<file path="config.mk">
export PLATFORM = sky130hd
export DESIGN_NAME = islem_baslatici
export DESIGN_NICKNAME = d
export VERILOG_FILES = /design/src/rtl/islem_baslatici.sv
export SDC_FILE = /design/constraint.sdc
export NUM_CORES = 1
export LEC_CHECK = 0
export BUFFER_PORTS_ARGS = -buffer_cell sky130_fd_sc_hd__buf_2
export CORE_UTILIZATION = 40
export DETAILED_ROUTE_END_ITERATION = 16
export PLACE_DENSITY = 0.72
export REMOVE_ABC_BUFFERS = 1
export SLEW_MARGIN = 20
export SYNTH_ARGS = -nofsm -noshare
export SYNTH_HDL_FRONTEND = slang
export SYNTH_SLANG_ARGS = --single-unit
</file>
<file path="constraint.sdc">
create_clock -name clk -period 2.52 [get_ports clk]
set_input_delay 0.126 -clock clk [delete_from_list [all_inputs] [get_ports clk]]
set_output_delay 0.126 -clock clk [all_outputs]
set_load 0.02 [all_outputs]
</file>
<file path="src/rtl/islem_baslatici.sv">
// islem_baslatici -- initiator side of the arithmetic-unit handshake.
//
// Takes one request from the calculator control path, puts the operands on
// the unit bus, waits for the unit to accept them (birim_hazir=1 at an edge)
// and then to finish (birim_hazir=1 again), captures the result and reports
// it with a one-cycle cikis_hazir pulse. A cycle counter aborts a transaction
// that runs ZAMAN_ASIMI cycles without completing.
//
// Ports:
//   clk, rst                  clock, synchronous active-high reset
//   istek, girdi_a, girdi_b   request strobe and operands (sampled when idle)
//   mesgul                    a request is in flight
//   birim_sayi1/2             operands driven to the unit (held all transaction)
//   birim_hazir/sonuc/gecerli/tasma   unit handshake and result
//   cikis_sonuc/gecerli/tasma captured result (held until next completion)
//   cikis_hazir               one-cycle completion pulse
//   zaman_asimi               last completed request was aborted by timeout
module islem_baslatici #(
  parameter int GENISLIK    = 32,
  parameter int ZAMAN_ASIMI = 1024
) (
  input  logic                    clk,
  input  logic                    rst,
  input  logic                    istek,
  input  logic [GENISLIK-1:0]     girdi_a,
  input  logic [GENISLIK-1:0]     girdi_b,
  output logic                    mesgul,
  output logic [GENISLIK-1:0]     birim_sayi1,
  output logic [GENISLIK-1:0]     birim_sayi2,
  input  logic                    birim_hazir,
  input  logic [2*GENISLIK-1:0]   birim_sonuc,
  input  logic                    birim_gecerli,
  input  logic                    birim_tasma,
  output logic [2*GENISLIK-1:0]   cikis_sonuc,
  output logic                    cikis_gecerli,
  output logic                    cikis_tasma,
  output logic                    cikis_hazir,
  output logic                    zaman_asimi
);

  // The counter never needs to hold more than ZAMAN_ASIMI-1.
  localparam int SAY_W = $clog2(ZAMAN_ASIMI);

  typedef enum logic [1:0] {
    BOSTA       = 2'd0,
    KABUL_BEKLE = 2'd1,
    SONUC_BEKLE = 2'd2,
    TAMAM       = 2'd3
  } durum_t;

  durum_t           durum;
  logic [SAY_W-1:0] sayac;
  logic             sure_doldu;

  assign sure_doldu = (sayac == SAY_W'(ZAMAN_ASIMI - 1));
  assign mesgul     = (durum != BOSTA);

  always_ff @(posedge clk) begin
    if (rst) begin
      durum         <= BOSTA;
      sayac         <= '0;
      birim_sayi1   <= '0;
      birim_sayi2   <= '0;
      cikis_sonuc   <= '0;
      cikis_gecerli <= 1'b0;
      cikis_tasma   <= 1'b0;
      cikis_hazir   <= 1'b0;
      zaman_asimi   <= 1'b0;
    end else begin
      cikis_hazir <= 1'b0;
      case (durum)
        BOSTA: begin
          if (istek) begin
            birim_sayi1 <= girdi_a;
            birim_sayi2 <= girdi_b;
            sayac       <= '0;
            durum       <= KABUL_BEKLE;
          end
        end

        // Operands are on the bus; a unit still busy with an older operation
        // keeps hazir low and is simply waited out. Acceptance is not a
        // capture, so an expiring counter aborts even if hazir is high.
        KABUL_BEKLE: begin
          sayac <= sayac + SAY_W'(1);
          if (sure_doldu) begin
            cikis_gecerli <= 1'b0;
            cikis_tasma   <= 1'b0;
            zaman_asimi   <= 1'b1;
            cikis_hazir   <= 1'b1;
            durum         <= TAMAM;
          end else if (birim_hazir) begin
            durum <= SONUC_BEKLE;
          end
        end

        // Capture has priority over a timeout on the same edge.
        SONUC_BEKLE: begin
          sayac <= sayac + SAY_W'(1);
          if (birim_hazir) begin
            cikis_sonuc   <= birim_sonuc;
            cikis_gecerli <= birim_gecerli;
            cikis_tasma   <= birim_tasma;
            zaman_asimi   <= 1'b0;
            cikis_hazir   <= 1'b1;
            durum         <= TAMAM;
          end else if (sure_doldu) begin
            cikis_gecerli <= 1'b0;
            cikis_tasma   <= 1'b0;
            zaman_asimi   <= 1'b1;
            cikis_hazir   <= 1'b1;
            durum         <= TAMAM;
          end
        end

        // cikis_hazir is high during this state only; istek is ignored here.
        TAMAM: begin
          durum <= BOSTA;
        end

        default: durum <= BOSTA;
      endcase
    end
  end

endmodule
</file>
# Word-level counts from Yosys, hierarchy flattened
# Cells that the tools add are included.
# totals
ff_bits	144
output_inout_bits	133
input_bits	134
word_cells	46
# op_classes
reduce_logical	9
eq_ne	7
n_addsub	1
muxes	20
# op_table
op	n
10-bit case mux with 2 select lines	1
10-bit by 1-bit adder with 10-bit output (second input constant)	1
10-bit equality test (second input constant)	1
10-bit 2-to-1 mux	1
2-bit 2-to-1 mux	5
1-bit 2-to-1 mux	8
1-bit case mux with 2 select lines	4
2-bit case mux with 4 select lines	1
3-bit != test (second input constant)	2
2-bit AND reduction	3
2-bit nonzero test	3
2-bit equality test (second input constant)	2
3-bit AND reduction	1
2-bit by 1-bit equality test with 1-bit output (second input constant)	1
2-bit logical NOT	1
2-bit != test (second input constant)	1
2-bit OR reduction	1

# Logic depth before layout (Yosys ltp)
# logic_depth
depth_word	4
mapped_depth	8
ltp_nobuf	6

# Worst setup path after synthesis
# No wires, ideal clock.
# synth_path
path_kind	reg-to-reg
start	register durum[0]
end	register sayac[9]
synth_period_minus_slack_ns	1.527
slack_ns	0.993
setup_ns	0.071
arrival_ns	1.456
path_stages_with_launch	8
required_ns	2.449
path_cell_list	dfxtp_1 > inv_1 > ha_1 > buf_2 > mux2_2 > nand3_1 > or3_1 > a21oi_1
# synth_via
elab_chain_len	4
elab_cells_between_ends	8
cone_classes	eq/ne: 3; mux: 1; reduce/logical: 4
# synth_rtl
element	line_no	rtl
from (decl)	51	durum_t durum;
from (signal assigned)	60	durum <= BOSTA;
from (signal assigned)	77	durum <= KABUL_BEKLE;
from (signal assigned)	91	durum <= TAMAM;
2-bit equality test or 2-bit by 1-bit equality test with 1-bit output (tied branches)	71	case (durum)
2-bit OR reduction (no source line)	--	
2-bit nonzero test (no source line)	--	
2-bit AND reduction (no source line)	--	
to (signal assigned)	85	sayac <= sayac + SAY_W'(1);
to (signal assigned)	99	sayac <= sayac + SAY_W'(1);
to (decl)	52	logic [SAY_W-1:0] sayac;
# Several ways; a longest one is shown, not always the timed one.
# A chain may end at the register's enable or synchronous reset.

# Worst setup path after layout
# Ends and elaborated chain as after synthesis.

==> summary.md <==
| Metric | Value |
|---|---|
| Nets | `1162` |
| Arrival time at the worst endpoint | `2190 ps` |
| Final Setup Violations | `0` |
| Final HPWL from detailed placement | `9340 um` |
| Die Area | `13400 um^2` |
| Most instantiated library cell after synthesis | `nand2_1` |
| Clk_lat worst skew | `410 ps` |
| Post-synth top area share | `0.558` |
| Drt initial violations | `454` |
| Final Max Slew Viols | `0` |
| Peak VDD IR | `0.000470 V` |
| Reg clk slew, reported paths | `50 ps` |
| Netlist Area Pre-Place | `5170 um^2` |
| Crit-path cells | `inv_1, ha_1, mux2_2, nand3_1, or3_1, a21oi_1` |
| CP max stage cell | `ha_1` |
| Die Y-Extent | `116 um` |
| Layout cell share with drive strength beyond 1 | `0.295` |
| Syn avg cell area | `7.97 um^2` |
| Max Cap Viol | `0` |
| Pre-antenna DRT Iters | `5` |
| Startpoint types | `flip-flop` |
| Worst-Margin Slew | `693 ps` |
| First-pass GRT wire length | `26100 um` |
| DR vias/cell | `4.81` |
| Yosys cell types | `36` |
| Post-CTS Setup Bufs | `0` |
| CTS resizes | `0` |
| Synth warn | `0` |
| Num rows | `41` |
| RePlAce Congestion | `0.755` |
| Hold Crit Class | `in2reg` |
| Mapped Cells | `648` |
| Worst hold margin | `205 ps` |
| Slew margin rel. | `0.538` |
| Final WS setup | `662 ps` |
| Seq cells post-synth | `144` |
| Top post-synthesis cells by area | `dfxtp_1 56%, nand2_1 19%, a21oi_1 13%` |
| CP endpoint kind | `flip-flop` |
| Leak | `3.81 nW` |
| Hold Vio Cnt, Final | `0` |
| H-tree Lvls | `4` |
| Initial antenna violation count | `1` |
| Gr usage total | `0.249` |
| Remaining Overflow, GRT | `0` |
| CP Max Fanout | `12` |
| Critical path's largest stage delay | `520 ps` |
| Routed len/inst | `14.2 um` |
| Data required, critical path | `2850 ps` |
| Num CTS Buffers | `17` |
| EDFF count, synth | `0` |
| CTS tree | `built` |
| Vias after detailed routing | `5806` |
| DR DRC count | `0` |
| Synth top cells by count | `262 x nand2_1, 144 x dfxtp_1, 134 x a21oi_1` |
| Core area | `12600 um^2` |
| Die extent in x | `116 um` |
| Period utilisation layout | `0.737` |
| Crit Path Category | `reg2reg` |
| Hold Buf Count CTS | `130` |
| RSZ-0062 raised after global routing | `no` |
| Pin count of the biggest net entering global routing | `65` |
| Area Overhead vs Synth | `63.8%` |
| CP delay by family, top | `adder cells` |
| Clock period minus worst slack | `1860 ps` |
| Post-DRT Antenna Nets | `0` |
| Ys async rst share | `0` |
| Sequential-to-total area share from yosys stat | `0.558` |
| Clock Path Buffers | `2` |
| Max Freq | `538 MHz` |
| Power density over the cells | `836 nW/um^2` |
| Starting Density | `0.409` |
| Ports | `267` |
| CTS Sinks | `144` |
| Total wire length | `17200 um` |
| Setup TNS | `0 ps` |
| Clock Skews | `9.50 ps` |
| Area leader, netlist | `dfxtp_1` |
| Vias in the first global route | `5461` |
| Status | `finished clean` |
| Worst slack, placed | `693 ps` |
| Synth Flop Type | `dfxtp_1` |
| Buf/Inv on CP | `1` |
| # port buffers | `266` |
| CTS Root Cell | `clkbuf_16` |
[final timing paths]
kind | endpoint | start | slack (ps) | depth (start not counted)
setup / recovery | sayac[9] | durum[0] | 660 | 6
hold / removal | durum[1] | birim_hazir | 200 | 4
setup reg to reg | sayac[9] | durum[0] | 660 | 6
hold reg to reg | birim_sayi1[15] | birim_sayi1[15] | 450 | 2
[where the power goes]
| part | internal, mW | switching, mW |
|---|---|---|
| logic | 0.749 | 1.32 |
| registers | 2.59 | 0.155 |
| clock network | 1.36 | 0.900 |
[area by class of cell]
class	instances	area [um^2]
Fill cell	959	4150
Sequential cell	144	2880
Timing Repair Buffer	402	2730
Multi-Input combinational cell	456	2100
Clock buffer	23	458
Tap cell	172	215
Clock inverter	7	63.8
Inverter	3	11.3
Antenna cell	1	2.50
[per-stage QoR]
stage	instances	total power, mW	utilization	instance area [um^2]
4_1_cts	1207	7.08	0.671	8460
5_1_grt	1208	7.45	0.671	8470
6_report	1208	7.08	0.671	8470
3_3_place_gp	1047	4.63	0.526	6640
2_1_floorplan	603	3.92	-	4990
3_5_place_dp	1047	4.66	0.526	6640
[layout by cell type, fill, tap and decap left out, types with 2 or more instances in the layout]
cell type,Yosys,routed
a211oi_1,2,2
a21oi_1,134,134
and2_2,0,2
and3_1,2,2
buf_12,0,4
buf_2,8,265
buf_4,0,3
clkbuf_1,30,5
clkbuf_16,0,17
clkinv_2,0,5
dfxtp_1,144,144
dlygate4sd3_1,0,130
ha_1,4,4
inv_1,3,3
nand2_1,262,260
nand2_2,0,2
nand2b_1,5,5
nand3_1,2,2
nand3b_1,2,2
nand4_1,2,2
nand4b_1,2,2
nor2_1,8,8
nor3b_1,2,2
o21ai_0,6,6
or3_1,2,2
xnor2_1,2,2
xor2_1,3,3
[cells by family (layout without fill, tap and decap cells)]
| kind of cell | Yosys count | count (layout) | share of synthesized area |
|---|---|---|---|
| and+or+nand+nor | 297 | 297 | 0.232 |
| AOI/OAI and AO/OA | 148 | 148 | 0.151 |
| DFF | 144 | 144 | 0.558 |
| buffers and inverters | 48 | 435 | 0.0368 |
| xor gates and xnor gates | 5 | 5 | 0.00848 |
| adders and majority gates | 4 | 4 | 0.00969 |
| muxes | 2 | 2 | 0.00412 |
| other | 0 | 1 | 0 |
[metal layers]
layer,global-route usage,up-vias,share of wire
li1,-,2863,-
met1,0.290,2650,0.41
met2,0.419,253,0.48
met3,0.0737,40,0.078
met4,0.120,0,0.031
met5,0,-,0
[state kept, by name (all words and copies together), names as in the netlist]
signal         count
birim_sayi1       32
birim_sayi2       32
cikis_gecerli      1
cikis_hazir        1
cikis_sonuc       64
cikis_tasma        1
durum              2
sayac             10
zaman_asimi        1
[worst register-to-register path: stages (launching register included)]
cell and delay (ps):
dfxtp_1 330, inv_1 80, ha_1 520, mux2_2 280, nand3_1 100, or3_1 320
a21oi_1 150
Note: power is estimated with default switching activity, not from simulation.
